## src/rtl/id_token_collect_pkg.sv

```systemverilog
// Shared encodings for the identifier path: character classes and run-FSM states.
// The recognizer imports the same package, so both blocks classify characters identically.
package id_token_collect_pkg;

  typedef enum logic [1:0] {
    CC_LETTER = 2'd0,
    CC_DIGIT  = 2'd1,
    CC_DELIM  = 2'd2
  } char_cls_t;

  typedef enum logic [1:0] {
    ST_IDLE = 2'd0,
    ST_RUN  = 2'd1,
    ST_BAD  = 2'd2
  } run_state_t;

  localparam int TOK_LEN_W = 8;
  localparam int TOK_CNT_W = 16;

endpackage

```

## src/rtl/id_token_collect_if.sv

```systemverilog
// Character stream in, completed-token valid/ready channel and status out.
// The master drives the stream and the consumer's ready; the slave is the collector.
interface id_token_collect_if;
  import id_token_collect_pkg::*;

  logic [7:0]           char;
  logic                 match;
  logic                 tok_ready;
  logic                 tok_valid;
  logic [TOK_LEN_W-1:0] tok_len;
  logic [TOK_CNT_W-1:0] tok_cnt;
  logic                 ovf;

  modport master (
    output char, match, tok_ready,
    input  tok_valid, tok_len, tok_cnt, ovf
  );

  modport slave (
    input  char, match, tok_ready,
    output tok_valid, tok_len, tok_cnt, ovf
  );
endinterface

```

## src/rtl/id_token_collect_char_class.sv

```systemverilog
// Combinational ASCII classifier: letter, digit or delimiter.
// Zero latency, no state; shared with the recognizer.
module char_class
  import id_token_collect_pkg::*;
(
  input  logic [7:0] i_char,
  output char_cls_t  o_cls
);

  always_comb begin
    o_cls = CC_DELIM;
    if ((i_char >= 8'h41 && i_char <= 8'h5A) || (i_char >= 8'h61 && i_char <= 8'h7A))
      o_cls = CC_LETTER;
    else if (i_char >= 8'h30 && i_char <= 8'h39)
      o_cls = CC_DIGIT;
  end

endmodule

```

## src/rtl/id_token_collect.sv

```systemverilog
// Collects identifier tokens ending in a digit; token appears one cycle after its delimiter.
// A token completing while the output slot is held by an unaccepted token is dropped and ovf set.
module id_token_collect
  import id_token_collect_pkg::*;
#(
  parameter int LEN_MAX = 255
) (
  input logic               clk,
  input logic               reset,
  id_token_collect_if.slave bus
);

  localparam logic [TOK_LEN_W-1:0] LEN_SAT = TOK_LEN_W'(LEN_MAX);

  char_cls_t            w_cls;
  logic                 w_done;
  logic                 w_slot_free;
  run_state_t           r_state;
  logic [TOK_LEN_W-1:0] r_run_len;
  logic [TOK_LEN_W-1:0] r_tok_len;
  logic [TOK_CNT_W-1:0] r_tok_cnt;
  logic                 r_tok_valid;
  logic                 r_ovf;

  char_class u_char_class (
    .i_char (bus.char),
    .o_cls  (w_cls)
  );

  // The recognizer's match only counts when our own run FSM agrees a run is in progress.
  assign w_done      = (r_state == ST_RUN) && bus.match && (w_cls == CC_DELIM);
  assign w_slot_free = !r_tok_valid || bus.tok_ready;

  always_ff @(posedge clk or posedge reset) begin
    if (reset) begin
      r_state     <= ST_IDLE;
      r_run_len   <= '0;
      r_tok_valid <= 1'b0;
      r_tok_len   <= '0;
      r_tok_cnt   <= '0;
      r_ovf       <= 1'b0;
    end else begin
      case (r_state)
        ST_IDLE: begin
          if (w_cls == CC_LETTER) begin
            r_state   <= ST_RUN;
            r_run_len <= TOK_LEN_W'(1);
          end else if (w_cls == CC_DIGIT) begin
            r_state <= ST_BAD;
          end
        end
        ST_RUN: begin
          if (w_cls == CC_DELIM)
            r_state <= ST_IDLE;
          else if (r_run_len < LEN_SAT)
            r_run_len <= r_run_len + TOK_LEN_W'(1);
        end
        ST_BAD: begin
          if (w_cls == CC_DELIM)
            r_state <= ST_IDLE;
        end
        default: r_state <= ST_IDLE;
      endcase

      if (w_done) begin
        if (r_tok_cnt != {TOK_CNT_W{1'b1}})
          r_tok_cnt <= r_tok_cnt + TOK_CNT_W'(1);
        if (w_slot_free) begin
          r_tok_valid <= 1'b1;
          r_tok_len   <= r_run_len;
        end else begin
          r_ovf <= 1'b1;
        end
      end else if (r_tok_valid && bus.tok_ready) begin
        r_tok_valid <= 1'b0;
      end
    end
  end

  assign bus.tok_valid = r_tok_valid;
  assign bus.tok_len   = r_tok_len;
  assign bus.tok_cnt   = r_tok_cnt;
  assign bus.ovf       = r_ovf;

endmodule

```

## src/flat_wrapper.sv

```systemverilog
// flat-port wrapper written by rule: the top's interface ports become plain ports
module id_token_collect_flat import id_token_collect_pkg::*;
#(
  parameter int LEN_MAX = 255
)
  (clk, reset, bus_char, bus_match, bus_tok_ready, bus_tok_valid, bus_tok_len, bus_tok_cnt, bus_ovf);
  id_token_collect_if bus_i ();
  input logic clk;
  input logic reset;
  input wire logic [$bits(bus_i.char)-1:0] bus_char;
  input wire logic [$bits(bus_i.match)-1:0] bus_match;
  input wire logic [$bits(bus_i.tok_ready)-1:0] bus_tok_ready;
  output wire logic [$bits(bus_i.tok_valid)-1:0] bus_tok_valid;
  output wire logic [$bits(bus_i.tok_len)-1:0] bus_tok_len;
  output wire logic [$bits(bus_i.tok_cnt)-1:0] bus_tok_cnt;
  output wire logic [$bits(bus_i.ovf)-1:0] bus_ovf;
  assign bus_i.char = bus_char;
  assign bus_i.match = bus_match;
  assign bus_i.tok_ready = bus_tok_ready;
  assign bus_tok_valid = bus_i.tok_valid;
  assign bus_tok_len = bus_i.tok_len;
  assign bus_tok_cnt = bus_i.tok_cnt;
  assign bus_ovf = bus_i.ovf;
  id_token_collect #(.LEN_MAX(LEN_MAX)) u_core (.clk(clk), .reset(reset), .bus(bus_i));
endmodule
```

## config.mk

```make
export PLATFORM = sky130hd
export DESIGN_NAME = id_token_collect_flat
export DESIGN_NICKNAME = d
export VERILOG_FILES = /design/src/rtl/id_token_collect_pkg.sv /design/src/rtl/id_token_collect_if.sv /design/src/rtl/id_token_collect_char_class.sv /design/src/rtl/id_token_collect.sv /design/src/flat_wrapper.sv
export SDC_FILE = /design/constraint.sdc
export NUM_CORES = 1
export LEC_CHECK = 0
export BUFFER_PORTS_ARGS = -buffer_cell sky130_fd_sc_hd__buf_2
export CORE_UTILIZATION = 55
export DETAILED_ROUTE_END_ITERATION = 10
export PLACE_DENSITY = 0.78
export SYNTH_ARGS = -nofsm -noshare
export SYNTH_HDL_FRONTEND = slang
export SYNTH_SLANG_ARGS = --single-unit
```

## constraint.sdc

```tcl
create_clock -name clk -period 3.28 [get_ports clk]
set_clock_uncertainty 0.05 [all_clocks]
set_input_delay 0.492 -clock clk [delete_from_list [all_inputs] [get_ports clk]]
set_output_delay 0.492 -clock clk [all_outputs]
set_load 0.02 [all_outputs]
```

==> Word-level counts from Yosys, hierarchy flattened <==
Index checks and enable logic that the tools add are counted.
{ "totals": {"ramBits": 0, "ff_bits": 36, "mem_count": 0, "latchBits": 0, "mem_bits_ro": 0} }
{ "op_classes": {"shifts": 0, "n_reduce_logical": 20, "n_mul": 0, "order_cmp": 7, "bitwise": 1, "n_eq_ne": 11, "div": 0, "addsub": 2, "mux": 13} }
{ "op_table": {"columns": ["op", "n"], "rows": [
  ["$mux W8", 3],
  ["$add A16 B1 Y16 const B", 1],
  ["$ge A8 B7 Y1 const B", 2],
  ["$le A8 B7 Y1 const B", 2],
  ["$ne A16 B16 Y1 const B", 1],
  ["$pmux W8 S2", 1],
  ["$mux W2", 5],
  ["$reduce_and A2 Y1", 5],
  ["$add A8 B1 Y8 const B", 1],
  ["$ge A8 B6 Y1 const B", 1],
  ["$le A8 B6 Y1 const B", 1],
  ["$lt A8 B8 Y1 const B", 1],
  ["$logic_and A1 B1 Y1", 6],
  ["$ne A2 B2 Y1 const B", 3],
  ["$eq A2 B1 Y1 const B", 2],
  ["$eq A2 B2 Y1 const B", 2],
  ["$logic_not A2 Y1", 2],
  ["$ne A2 B1 Y1 const B", 2],
  ["$pmux W2 S2", 1],
  ["$reduce_and A4 Y1", 1],
  ["$reduce_bool A2 Y1", 2],
  ["$mux W1", 3],
  ["$ne A3 B1 Y1 const B", 1],
  ["$logic_or A1 B1 Y1", 2],
  ["3 further kinds", 3]
]} }

==> Longest topological paths before layout <==
Gate-level depths: netlist (run 1).
{ "depth": {"depth_word": 8, "depth_mapped": 8, "depth_no_buf": 6} }

==> Cells and area by module <==
Synthesis (run 1) repeated with hierarchy kept, for this count alone.
{ "unflattened": {"cells_unflattened": 168, "area_unflattened_um2": 1836.8} }
{ "modules_own_cells": {"columns": ["module", "area_per_inst_um2", "instances", "seq_area_each_um2", "cells_per_inst"], "rows": [
  ["id_token_collect", 1780.5, 1, 900.9, 160],
  ["char_class", 56.3, 1, 0.0, 8]
]} }

==> Least setup slack after synthesis (run 1) <==
Ideal clock, no wire load.
{ "synth_timing": {"path_kind": "input -> register", "start": "input port bus_char[1]", "end": "register u_core.r_tok_len[0] (netlist: u_core.bus.tok_len[0])", "slack_ns": 1.040, "path_buffers": 1, "cell_stages": 6, "required_ns": 3.105, "arrival_time_ns": 2.065, "cell_sequence": "or4_4 -> o221ai_4 -> o2111ai_4 -> nand2b_4 -> buf_6 -> mux2_4"} }
{ "synth_between": {"elab_chain_len": 7, "elab_cells_between_ends": 15, "classes_between": "6 x order compare; 1 x eq/ne; 2 x mux; 6 x reduce/logical"} }
{ "synth_rtl": {"columns": ["item", "line_no", "rtl"], "rows": [
  ["start: declaration", "flat_wrapper.sv:10", "input wire logic [$bits(bus_i.char)-1:0] bus_char;"],
  ["$ge A8 B6 Y1, or another cell as far along", "id_token_collect_char_class.sv:14", "else if (i_char >= 8'h30 && i_char <= 8'h39)"],
  ["$logic_and A1 B1 Y1, on equally long branches", "id_token_collect_char_class.sv:14, id_token_collect_char_class.sv:12", null],
  ["$mux W2 or $logic_or A1 B1 Y1 (tied branches)", "id_token_collect_char_class.sv:14, id_token_collect_char_class.sv:12", null],
  ["$mux W2 (*)", "id_token_collect_char_class.sv:12", "if ((i_char >= 8'h41 && i_char <= 8'h5A) || (i_char >= 8'h61 && i_char <= 8'h7A))"],
  ["$eq A2 B2 Y1 (*)", "id_token_collect.sv:31", "assign w_done = (r_state == ST_RUN) && bus.match && (w_cls == CC_DELIM);"],
  ["$logic_and A1 B1 Y1 (*)", "id_token_collect.sv:31", null],
  ["$reduce_and A2 Y1 (no line) (*)", null, null],
  ["end signal: assignment", "id_token_collect.sv:70", "r_tok_len <= r_run_len;"],
  ["end: declaration", "id_token_collect.sv:20", "logic [TOK_LEN_W-1:0] r_tok_len;"]
]} }
Every way passes the cells marked *; elsewhere a longest branch is shown, timed or not.
A chain may end at the register's enable or synchronous reset.

==> Final worst setup path (run 1) <==
{ "layout_timing": {"start": "register u_core.r_state[0]", "end": "register u_core.r_run_len[7]"} }
{ "layout_between": {"elab_chain_len": 3, "elab_cells_between_ends": 8, "classes_between": "4 x eq/ne; 1 x mux; 3 x reduce/logical"} }
{ "layout_rtl": {"columns": ["item", "line_no", "rtl"], "rows": [
  ["start: declaration", "id_token_collect.sv:18", "run_state_t r_state;"],
  ["start signal: assignment", "id_token_collect.sv:36", "r_state <= ST_IDLE;"],
  ["start signal: assignment", "id_token_collect.sv:46", "r_state <= ST_RUN;"],
  ["start signal: assignment", "id_token_collect.sv:49", "r_state <= ST_BAD;"],
  ["$eq A2 B1 Y1 or $logic_not A2 Y1 (tied branches)", "id_token_collect.sv:43", "case (r_state)"],
  ["$ne A2 B2 Y1 (no line), or another cell as far along", null, null],
  ["$reduce_and A4 Y1 (no line)", null, null],
  ["end signal: assignment", "id_token_collect.sv:56", "r_run_len <= r_run_len + TOK_LEN_W'(1);"],
  ["end: declaration", "id_token_collect.sv:19", "logic [TOK_LEN_W-1:0] r_run_len;"]
]} }
Parallel ways exist; a longest one is shown, timed or not.

==> results of run 1 <==
-- logic make-up (layout without fill, tap and decap cells) --
family                   after synthesis  count (layout)
flip-flops                            36              36
buffers and inverters                 13              52
AO/OA/AOI/OAI                         24              24
AND/OR/NAND/NOR                       76              76
XOR/XNOR                              14              14
multiplexers                          10              10
adder cells (fa/ha/maj)                4               4
-- critical path: cells and delay by family (launching register included) --
kind / cells / cell delay [ns]
AOI/OAI and AO/OA: 2 / 0.51
adders and majority gates: 1 / 0.23
buffers and inverters: 2 / 0.28
DFF: 1 / 0.41
and+or+nand+nor: 2 / 0.82
-- worst paths after layout --
check,start,to,slack [ns],cells past startpoint
min in group clk,u_core.bus.ovf$_DFFE_PP0P_,u_core.bus.ovf$_DFFE_PP0P_,0.43,1
max in group asynchronous,reset,u_core.r_run_len[0]$_DFFE_PP0P_,2.18,3
min reg2reg,u_core.bus.ovf$_DFFE_PP0P_,u_core.bus.ovf$_DFFE_PP0P_,0.43,1
max reg2reg,u_core.r_state[0]$_DFFE_PP0P_,u_core.r_run_len[7]$_DFFE_PP0P_,0.93,7
min,reset,u_core.r_run_len[7]$_DFFE_PP0P_,0.30,2
max,u_core.r_state[0]$_DFFE_PP0P_,u_core.r_run_len[7]$_DFFE_PP0P_,0.93,7
-- registers in the layout, summed over array words and instances (netlist names) --
register / count
u_core.bus.tok_cnt: 16
u_core.bus.ovf: 1
u_core.r_run_len: 8
u_core.r_state: 2
u_core.bus.tok_valid: 1
u_core.bus.tok_len: 8
-- area by class of cell --
| cell class | instances | area (um2) | area share (%) |
|---|---|---|---|
| clock buffer | 6 | 41.29 | 1.909 |
| clock inverter | 1 | 5.005 | 0.2313 |
| inverter | 6 | 22.52 | 1.041 |
| multi-input combinational | 128 | 938.4 | 43.38 |
| sequential | 36 | 900.9 | 41.64 |
| tap | 44 | 55.05 | 2.545 |
| timing repair buffer | 39 | 200.2 | 9.254 |
-- synth_stat cells --
library cell	n	area share [%]
nor4_1	2	0.66
o221ai_4	1	1.4
nand4_1	7	2.3
buf_4	1	0.39
xor2_1	13	6.0
a21oi_1	6	1.6
o21bai_1	1	0.39
o21ai_0	2	0.53
o2111ai_4	1	1.4
a41oi_1	2	0.92
or3b_2	1	0.46
nor3_1	9	2.4
nor2b_1	1	0.33
or4b_1	2	1.1
dfrtp_1	36	47
mux2_1	1	0.59
or2_1	1	0.33
a31oi_1	5	1.6
buf_2	1	0.26
nand2_1	16	3.2
o211ai_1	1	0.39
nor2_1	10	2.0
nand2b_1	4	1.3
and3_1	3	0.99
clkbuf_2	1	0.26
or4_4	1	0.59
mux2_2	1	0.59
clkbuf_1	3	0.59
o21ai_1	2	0.53
or3_1	2	0.66
nor4b_1	1	0.46
inv_1	6	1.2
nor3_2	3	1.6
xnor2_1	1	0.46
or4_1	1	0.39
ha_1	4	2.6
nand2b_4	1	0.72
a2111oi_2	1	0.79
a311o_1	1	0.53
nand3_1	11	2.9
buf_6	1	0.59
mux2_4	8	6.3
a211o_1	1	0.46
-- routing by layer --
metal  global-route usage, %  up-vias  wire length, um
li1                        -      720                -
met1                   24.32      689             1534
met2                   35.95       25             1727
met3                   3.838        8              103
met4                   9.416        0               55
met5                       0        -                0
-- stage by stage --
stage	util, %	cells	power [mW]
floorplan	-	177	0.9537
global placement	66.61	253	1.058
detailed placement	66.61	253	1.078
CTS	68.07	260	1.296
global route	68.07	260	1.376
finish	68.07	260	1.289
-- power breakdown --
group	internal (mW)	total, mW	leakage, nW	switching [mW]
registers	0.532	0.633	0.474	0.102
clock network	0.0789	0.221	0.0281	0.142
logic	0.184	0.435	0.573	0.251
==> impl_metrics.toml, run 1 <==
[sta]
worst_slack_ns = 0.9289
max_clock_freq_mhz = 425.3
rsz0062_at_grt = "false"
hold_violations = 0
maxSlewViolCount = 0
final.setup.tns_ns = 0
worst_pin_slew_ns = 0.9446
setup_viol = 0
slew_headroom_pct = 36.96
fin_crit_ns = 2.351
period_share_pct = 71.68
whs_ns = 0.3008

[global_routing]
gr-total-overflow = 0
grt_pass1_wl_mm = 5.595
grt_start_max_net_pins = 27
grt_pass1_vias = 1374
grt_antenna_before_repair = 0
track_usage_pct = 20.50

[drt]
viasPerCell = 5.546
drt_first_pass_iters = 4
drt_iter0_drc = 45
via_count = 1442
drt-total-wl_mm = 3.421
ant_nets = 0
wl_per_cell_um = 13.16
drcViolationCount = 0

[cts]
htreeDepth = 2
clockBufferDepth = 2
cts_resized = 0
clkTransAtPathRegs_ns = 0.10
cts.sink_count = 36
clk_latency_ns = 0.34
cts_tree = "done"
holdBufCountCts = 0
root_buffer = "clkbuf_4"
numCtsBuffers = 5
cts_setup_buffers = 0

[floorplan]
dieArea_mm2 = 0.003697
std_cell_rows = 20
initial_utilization_pct = 59.84
die_y_um = 60.81
core-area_mm2 = 0.003178
die_x_um = 60.81
io_pins = 38

[setup_path]
required_ns = 3.52
end_kind = "flop"
crit_arrival_ns = 2.59
startpoint_type = "flop"
slowest_stage = "or4b_1"
crit_chain = "inv_1, ha_1, or4b_1, a2111oi_2, buf_4, nor4b_1, a211o_1"
crit_path_max_incr_delay_ns = 0.54
critPathMaxFanout = 11
critPathKind = "reg2reg"

[hold_path]
hold_path.class = "in2async"

[finish]
num-nets-final = 232
final_common_cell = "buf_2"
final_area_mm2 = 0.002163
num-fill-cells = 250
area_growth_pct = 13.75
final_cell_mix = "buf_2 (37), dfrtp_1 (36), nand2_1 (16)"
diodes = 0
layout-drive-gt1-share_pct = 29.17

[job]
cap_violations = 0

[synthesis]
synth.distinct_cells = 43
synth_area_mm2 = 0.001902
synth_top_family_by_area = "simple AND/OR/NAND/NOR gates"
syn_avg_cell_area_um2 = 10.74
syn_nets = 193
post_synth_xor_area_fraction_pct = 6.447
yosysSeqAreaShare_pct = 47.37
synthMuxAreaShare_pct = 7.500
ys_seq_elements = 36
yosysWarnings = 0
synthCells = 177
synth_fa_ha_area_share_pct = 2.632
yosys.area_share.simple_pct = 22.24
synth_compound_area_share_pct = 10.53

[placement]
port_buffers = 37
gp_congestion = 0.8383
dp.final_hpwl_mm = 2.538
post-place-ws_ns = 0.6598
placed_cell_area_mm2 = 0.002117

[status]
status = "finished clean"

[power]
leakage_nw = 1.075
power.density_mw_per_mm2 = 595.8
peakVddDrop_v = 0.0003017
(Power assumes the default switching activity.)
==> run 2: changes to the inputs <==
--- a/config.mk
+++ b/config.mk
@@ -6,9 +6,9 @@
 export NUM_CORES = 1
 export LEC_CHECK = 0
 export BUFFER_PORTS_ARGS = -buffer_cell sky130_fd_sc_hd__buf_2
-export CORE_UTILIZATION = 55
+export CORE_UTILIZATION = 49
 export DETAILED_ROUTE_END_ITERATION = 10
-export PLACE_DENSITY = 0.78
+export PLACE_DENSITY = 0.73
 export SYNTH_ARGS = -nofsm -noshare
 export SYNTH_HDL_FRONTEND = slang
 export SYNTH_SLANG_ARGS = --single-unit
==> constraint.sdc (replaced) <==
create_clock -name clk -period 2 [get_ports clk]
set_clock_uncertainty 0.05 [all_clocks]
set_input_delay 0.3 -clock clk [delete_from_list [all_inputs] [get_ports clk]]
set_output_delay 0.3 -clock clk [all_outputs]
set_load 0.02 [all_outputs]
==> run 2 against run 1 <==
- the run now ends with hold timing, setup timing left
- register-to-register slack worse by 1.0 ns
- first-iteration DRC count rose by 82%
- final cell count rose by 13%
- combinational power up 130%
- global-route usage increased by 1.5 points
- power rose by 98%
- die area up 12%
- clock-buffer cell count did not move
- setup slack got worse by 1.0 ns
- hold slack lost 0.31 ns
- critical endpoint unchanged
- highest routed layer unchanged
==> impl_metrics.toml, run 2 (same netlist as run 1, synthesis figures left out) <==
[global_routing]
gr-total-overflow = 0
grt_start_max_net_pins = 25
track_usage_pct = 22.00
grt_antenna_before_repair = 0
grt_pass1_wl_mm = 7.051
grt_pass1_vias = 1640

[sta]
fin_crit_ns = 2.081
worst_slack_ns = -0.08102
slew_headroom_pct = 64.28
period_share_pct = 104.1
whs_ns = -0.01085
setup_viol = 6
max_clock_freq_mhz = 480.5
maxSlewViolCount = 0
rsz0062_at_grt = "true"
worst_pin_slew_ns = 0.5352
hold_violations = 12

[finish]
final_cell_mix = "buf_2 (37), dfrtp_1 (35), buf_4 (29)"
multiInputGateArea_mm2 = 0.001007
num-nets-final = 262
layout-drive-gt1-share_pct = 44.13
largest_reg_flops = 16
area_growth_pct = 33.03
instances_no_fill = 295
diodes = 0
utilization_pct = 68.59
num-fill-cells = 291
final_common_cell = "buf_2"
seqCellArea_um2 = 902.1

[power]
peakVddDrop_v = 0.0006686
leakage_nw = 1.256
power.density_mw_per_mm2 = 1010
total_power_mw = 2.555

[floorplan]
die_x_um = 64.30
dieArea_mm2 = 0.004134
io_pins = 38
die_y_um = 64.30
initial_utilization_pct = 51.56
core-area_mm2 = 0.003689
std_cell_rows = 22

[drt]
drcViolationCount = 0
drt-total-wl_mm = 4.065
drt_first_pass_iters = 6
ant_nets = 0
wl_met2_mm = 2.039
wl_per_cell_um = 13.78
via_count = 1595
viasPerCell = 5.407
wl_met3_um = 172
top_layer_used = "met4"
met1Wirelength_mm = 1.812
drt_iter0_drc = 82

[cts]
clkTransAtPathRegs_ns = 0.07
htreeDepth = 2
holdBufCountCts = 0
clk_latency_ns = 0.29
clockBufferDepth = 2
numCtsBuffers = 5
cts_tree = "done"
cts.sink_count = 36
root_buffer = "clkbuf_8"

[placement]
port_buffers = 37
gp_congestion = 0.8283
dp.final_hpwl_mm = 2.940
dp_cells = 283

[setup_path]
rr_startpoint = "u_core.r_state[1]$_DFFE_PP0P_"
crit_arrival_ns = 2.20
required_ns = 2.12
cp-startpoint = "u_core.r_state[1]$_DFFE_PP0P_"
critPathKind = "reg2reg"
end_kind = "flop"
startpoint_type = "flop"
critPathMaxFanout = 8

[job]
cap_violations = 0

[hold_path]
hold_path.class = "in2async"

[status]
violations = "hold timing, setup timing"
status = "finished with violations"
## run 2: final cells by class
type,count,share of cell area (%)
sequential,36,35.66
clock buffer,6,3.264
inverter,6,0.8902
clock inverter,2,0.3956
tap,48,2.374
multi-input combinational,128,39.81
timing repair buffer,69,17.61
## run 2: path summary, 6_finish.rpt
check,slack (ns),endpoint,cells past startpoint
min in group clk,0.32,u_core.bus.tok_valid$_DFFE_PP0P_,3
max in group asynchronous,1.41,u_core.r_state[1]$_DFFE_PP0P_,3
max reg2reg,-0.08,u_core.r_run_len[7]$_DFFE_PP0P_,7
min,-0.01,u_core.bus.tok_valid$_DFFE_PP0P_,2
max,-0.08,u_core.r_run_len[7]$_DFFE_PP0P_,7
min reg2reg,0.43,u_core.bus.ovf$_DFFE_PP0P_,1
## run 2: critical path, stage by stage (launching register included)
cell       delay (ns)
dfrtp_1          0.36
inv_2            0.06
ha_4             0.15
or4b_4           0.54
a2111oi_4        0.31
buf_6            0.18
nor2_2           0.04
a211o_1          0.28
## run 2: routing by layer
layer  up-vias  track usage [%]
met5         -                0
met4         0            7.778
met3         5            5.357
met2        38            37.24
met1       772            27.09
li1        780                -
## run 2: through the flow
stage / setup WS [ns] / instance area, um2 / setup TNS (ns)
6_report: -0.08102 / 2530 / -0.1496
5_1_grt: -0.1701 / 2530 / -1.866
2_1_floorplan: -0.09609 / 1907 / -0.2667
4_1_cts: -0.08107 / 2476 / -0.2662
3_5_place_dp: -0.2045 / 2333 / -2.906
3_3_place_gp: -0.1543 / 2333 / -2.629
## run 2: repair_timing
| action | in CTS | in global routing |
|---|---|---|
| resized for setup | 7 | 9 |
| pin swaps | 1 | 1 |
| setup endpoints to repair | 8 | 16 |
| setup buffers | 1 | 3 |
## run 2: where the power goes
group / total [mW] / internal [mW] / leakage [nW] / switching, mW
registers: 0.996 / 0.875 / 0.472 / 0.121
logic: 1.02 / 0.480 / 0.733 / 0.540
clock network: 0.538 / 0.275 / 0.0510 / 0.264
==> run 3: changes to the inputs <==
--- a/config.mk
+++ b/config.mk
@@ -6,9 +6,10 @@
 export NUM_CORES = 1
 export LEC_CHECK = 0
 export BUFFER_PORTS_ARGS = -buffer_cell sky130_fd_sc_hd__buf_2
-export CORE_UTILIZATION = 49
+export CORE_UTILIZATION = 55
 export DETAILED_ROUTE_END_ITERATION = 10
-export PLACE_DENSITY = 0.73
+export GPL_TIMING_DRIVEN = 0
+export PLACE_DENSITY = 0.78
 export SYNTH_ARGS = -nofsm -noshare
 export SYNTH_HDL_FRONTEND = slang
 export SYNTH_SLANG_ARGS = --single-unit
==> constraint.sdc (replaced) <==
create_clock -name clk -period 2.6 [get_ports clk]
set_clock_uncertainty 0.05 [all_clocks]
set_input_delay 0.39 -clock clk [delete_from_list [all_inputs] [get_ports clk]]
set_output_delay 0.39 -clock clk [all_outputs]
set_load 0.02 [all_outputs]
==> run 3 against run 2 <==
- the flow now finishes without violations
- sequential share of layout area up 5.2 points
- die area down 11%
- sequential power down 21%
- critical endpoint unchanged
- highest routed layer unchanged
==> impl_metrics.toml, run 3 (same netlist as run 1, synthesis figures left out) <==
[status]
status = "finished clean"

[sta]
hold_violations = 0
worst_pin_slew_ns = 0.7264
worst_slack_ns = 0.2359
rsz0062_at_grt = "false"
max_clock_freq_mhz = 423.0
period_share_pct = 90.93
final.setup.tns_ns = 0
setup_viol = 0
fin_crit_ns = 2.364
slew_headroom_pct = 51.50
maxSlewViolCount = 0

[cts]
htreeDepth = 2
numCtsBuffers = 5
cts_resized = 0
cts_tree = "done"
clk_latency_ns = 0.35
holdBufCountCts = 0
cts_setup_buffers = 0
cts.sink_count = 36
clockBufferDepth = 2
clkTransAtPathRegs_ns = 0.11
root_buffer = "clkbuf_4"

[placement]
port_buffers = 37
post-place-ws_ns = 0.1847
gp_congestion = 0.8457
dp.final_hpwl_mm = 2.785

[setup_path]
crit_path_max_incr_delay_ns = 0.53
required_ns = 2.79
crit_family = "compound AO/OA/AOI/OAI gates"
timing.rr.end = "u_core.r_run_len[7]$_DFFE_PP0P_"
critPathMaxFanout = 10
startpoint_type = "flop"
reg2reg_depth = 7
end_kind = "flop"
path_buf_inv = 2
slowest_stage = "or4b_1"
r2r_setup_slack_ns = 0.24
rr_startpoint = "u_core.r_state[0]$_DFFE_PP0P_"
crit_arrival_ns = 2.55
crit_chain = "inv_1, ha_1, or4b_1, a2111oi_2, buf_4, nor2_1, a211o_1"
critPathKind = "reg2reg"

[job]
cap_violations = 0

[global_routing]
gr-total-overflow = 0
grt_start_max_net_pins = 37
track_usage_pct = 22.96
grt_pass1_wl_mm = 6.127
grt_pass1_vias = 1455
grt_antenna_before_repair = 0

[floorplan]
initial_utilization_pct = 59.84
std_cell_rows = 20
io_pins = 38
core-area_mm2 = 0.003178
die_x_um = 60.81
dieArea_mm2 = 0.003697
die_y_um = 60.81

[power]
p_switching_uw = 644.4
peakVddDrop_v = 0.0004230
p_seq_share_pct = 46.9
combPwrFrac_pct = 34.3
intPower_mw = 1.041
clkPwrFrac_pct = 18.8
power.density_mw_per_mm2 = 765.1
leakage_nw = 1.095
switching_share_pct = 38.22

[hold_path]
hold_path.class = "in2async"

[drt]
viasPerCell = 5.699
drt-total-wl_mm = 3.800
wl_per_cell_um = 14.29
drcViolationCount = 0
ant_nets = 0
drt_first_pass_iters = 4
via_count = 1516
drt_iter0_drc = 67

[finish]
final_common_cell = "buf_2"
layout-drive-gt1-share_pct = 30.63
largest_reg_flops = 16
diodes = 0
area_growth_pct = 15.86
num-nets-final = 237
num-fill-cells = 252
final_cell_mix = "buf_2 (38), dfrtp_1 (36), nand2_1 (16)"
run 3: changes by cell type in the layout (fill, tap and decap cells not counted), sizes merged:
| cell | delta |
|---|---|
| buf | -29 |
| clkbuf | +4 |
run 3: worst reg2reg max path, delay by kind of cell (launching register included):
kind	cells	cell delay (ns)
AND/OR/NAND/NOR	2	0.59
adder cells (fa/ha/maj)	1	0.23
AO/OA/AOI/OAI	2	0.68
flip-flops	1	0.40
buffers and inverters	2	0.29
run 3: worst max-delay path by stage:
stage / startpoint / to / slack [ns] / depth (start not counted)
after global placement: bus_char[1] / u_core.bus.tok_len[6]$_DFFE_PP0P_ / 0.22 / 7
final: u_core.r_state[0]$_DFFE_PP0P_ / u_core.r_run_len[7]$_DFFE_PP0P_ / 0.24 / 7
after CTS: u_core.r_state[0]$_DFFE_PP0P_ / u_core.r_run_len[7]$_DFFE_PP0P_ / 0.23 / 7
after floorplan: u_core.r_state[0]$_DFFE_PP0P_ / u_core.r_run_len[7]$_DFFE_PP0P_ / 0.39 / 7
after detailed placement: bus_char[1] / u_core.bus.tok_len[0]$_DFFE_PP0P_ / 0.18 / 7
after global routing: u_core.r_state[0]$_DFFE_PP0P_ / u_core.r_run_len[7]$_DFFE_PP0P_ / 0.14 / 7
run 3: power by group through the flow:
stage	Clock [mW]	Combinational [mW]	Sequential, mW
2_1_floorplan	0	0.335	0.868
3_3_place_gp	0	0.556	0.789
3_5_place_dp	0	0.582	0.798
4_1_cts	0.322	0.586	0.788
5_1_grt	0.339	0.636	0.811
6_report	0.317	0.579	0.790
run 3: area by class of cell:
cell class / count / area, um2 / share of cell area (%)
plain buffers: 7 / 40.04 / 1.817
repair buffers: 37 / 185.2 / 8.404
clock inverters: 2 / 10.01 / 0.4543
clock buffers: 6 / 51.30 / 2.328
inverters: 6 / 22.52 / 1.022
multi-input cells: 128 / 938.4 / 42.59
well taps: 44 / 55.05 / 2.499
flip-flops and latches: 36 / 900.9 / 40.89
run 3: stage by stage:
| step | util [%] | total power [mW] | area, um2 | cells | hold slack (ns) |
|---|---|---|---|---|---|
| detailed placement | 67.40 | 1.381 | 2142 | 258 | 0.4089 |
| global route | 69.33 | 1.786 | 2203 | 266 | 0.1601 |
| floorplan | - | 1.203 | 1902 | 177 | 0.4427 |
| finish | 69.33 | 1.686 | 2203 | 266 | 0.1006 |
| global placement | 67.40 | 1.345 | 2142 | 258 | 0.4057 |
| CTS | 69.33 | 1.695 | 2203 | 266 | 0.3490 |
run 3: layer usage:
layer	vias to the layer above	global-route usage, %	share of wire, %
met2	37	40.50	52
met3	6	7.036	3.4
met5	-	0	0
met1	745	25.65	43
met4	0	9.740	1.4
li1	728	-	-
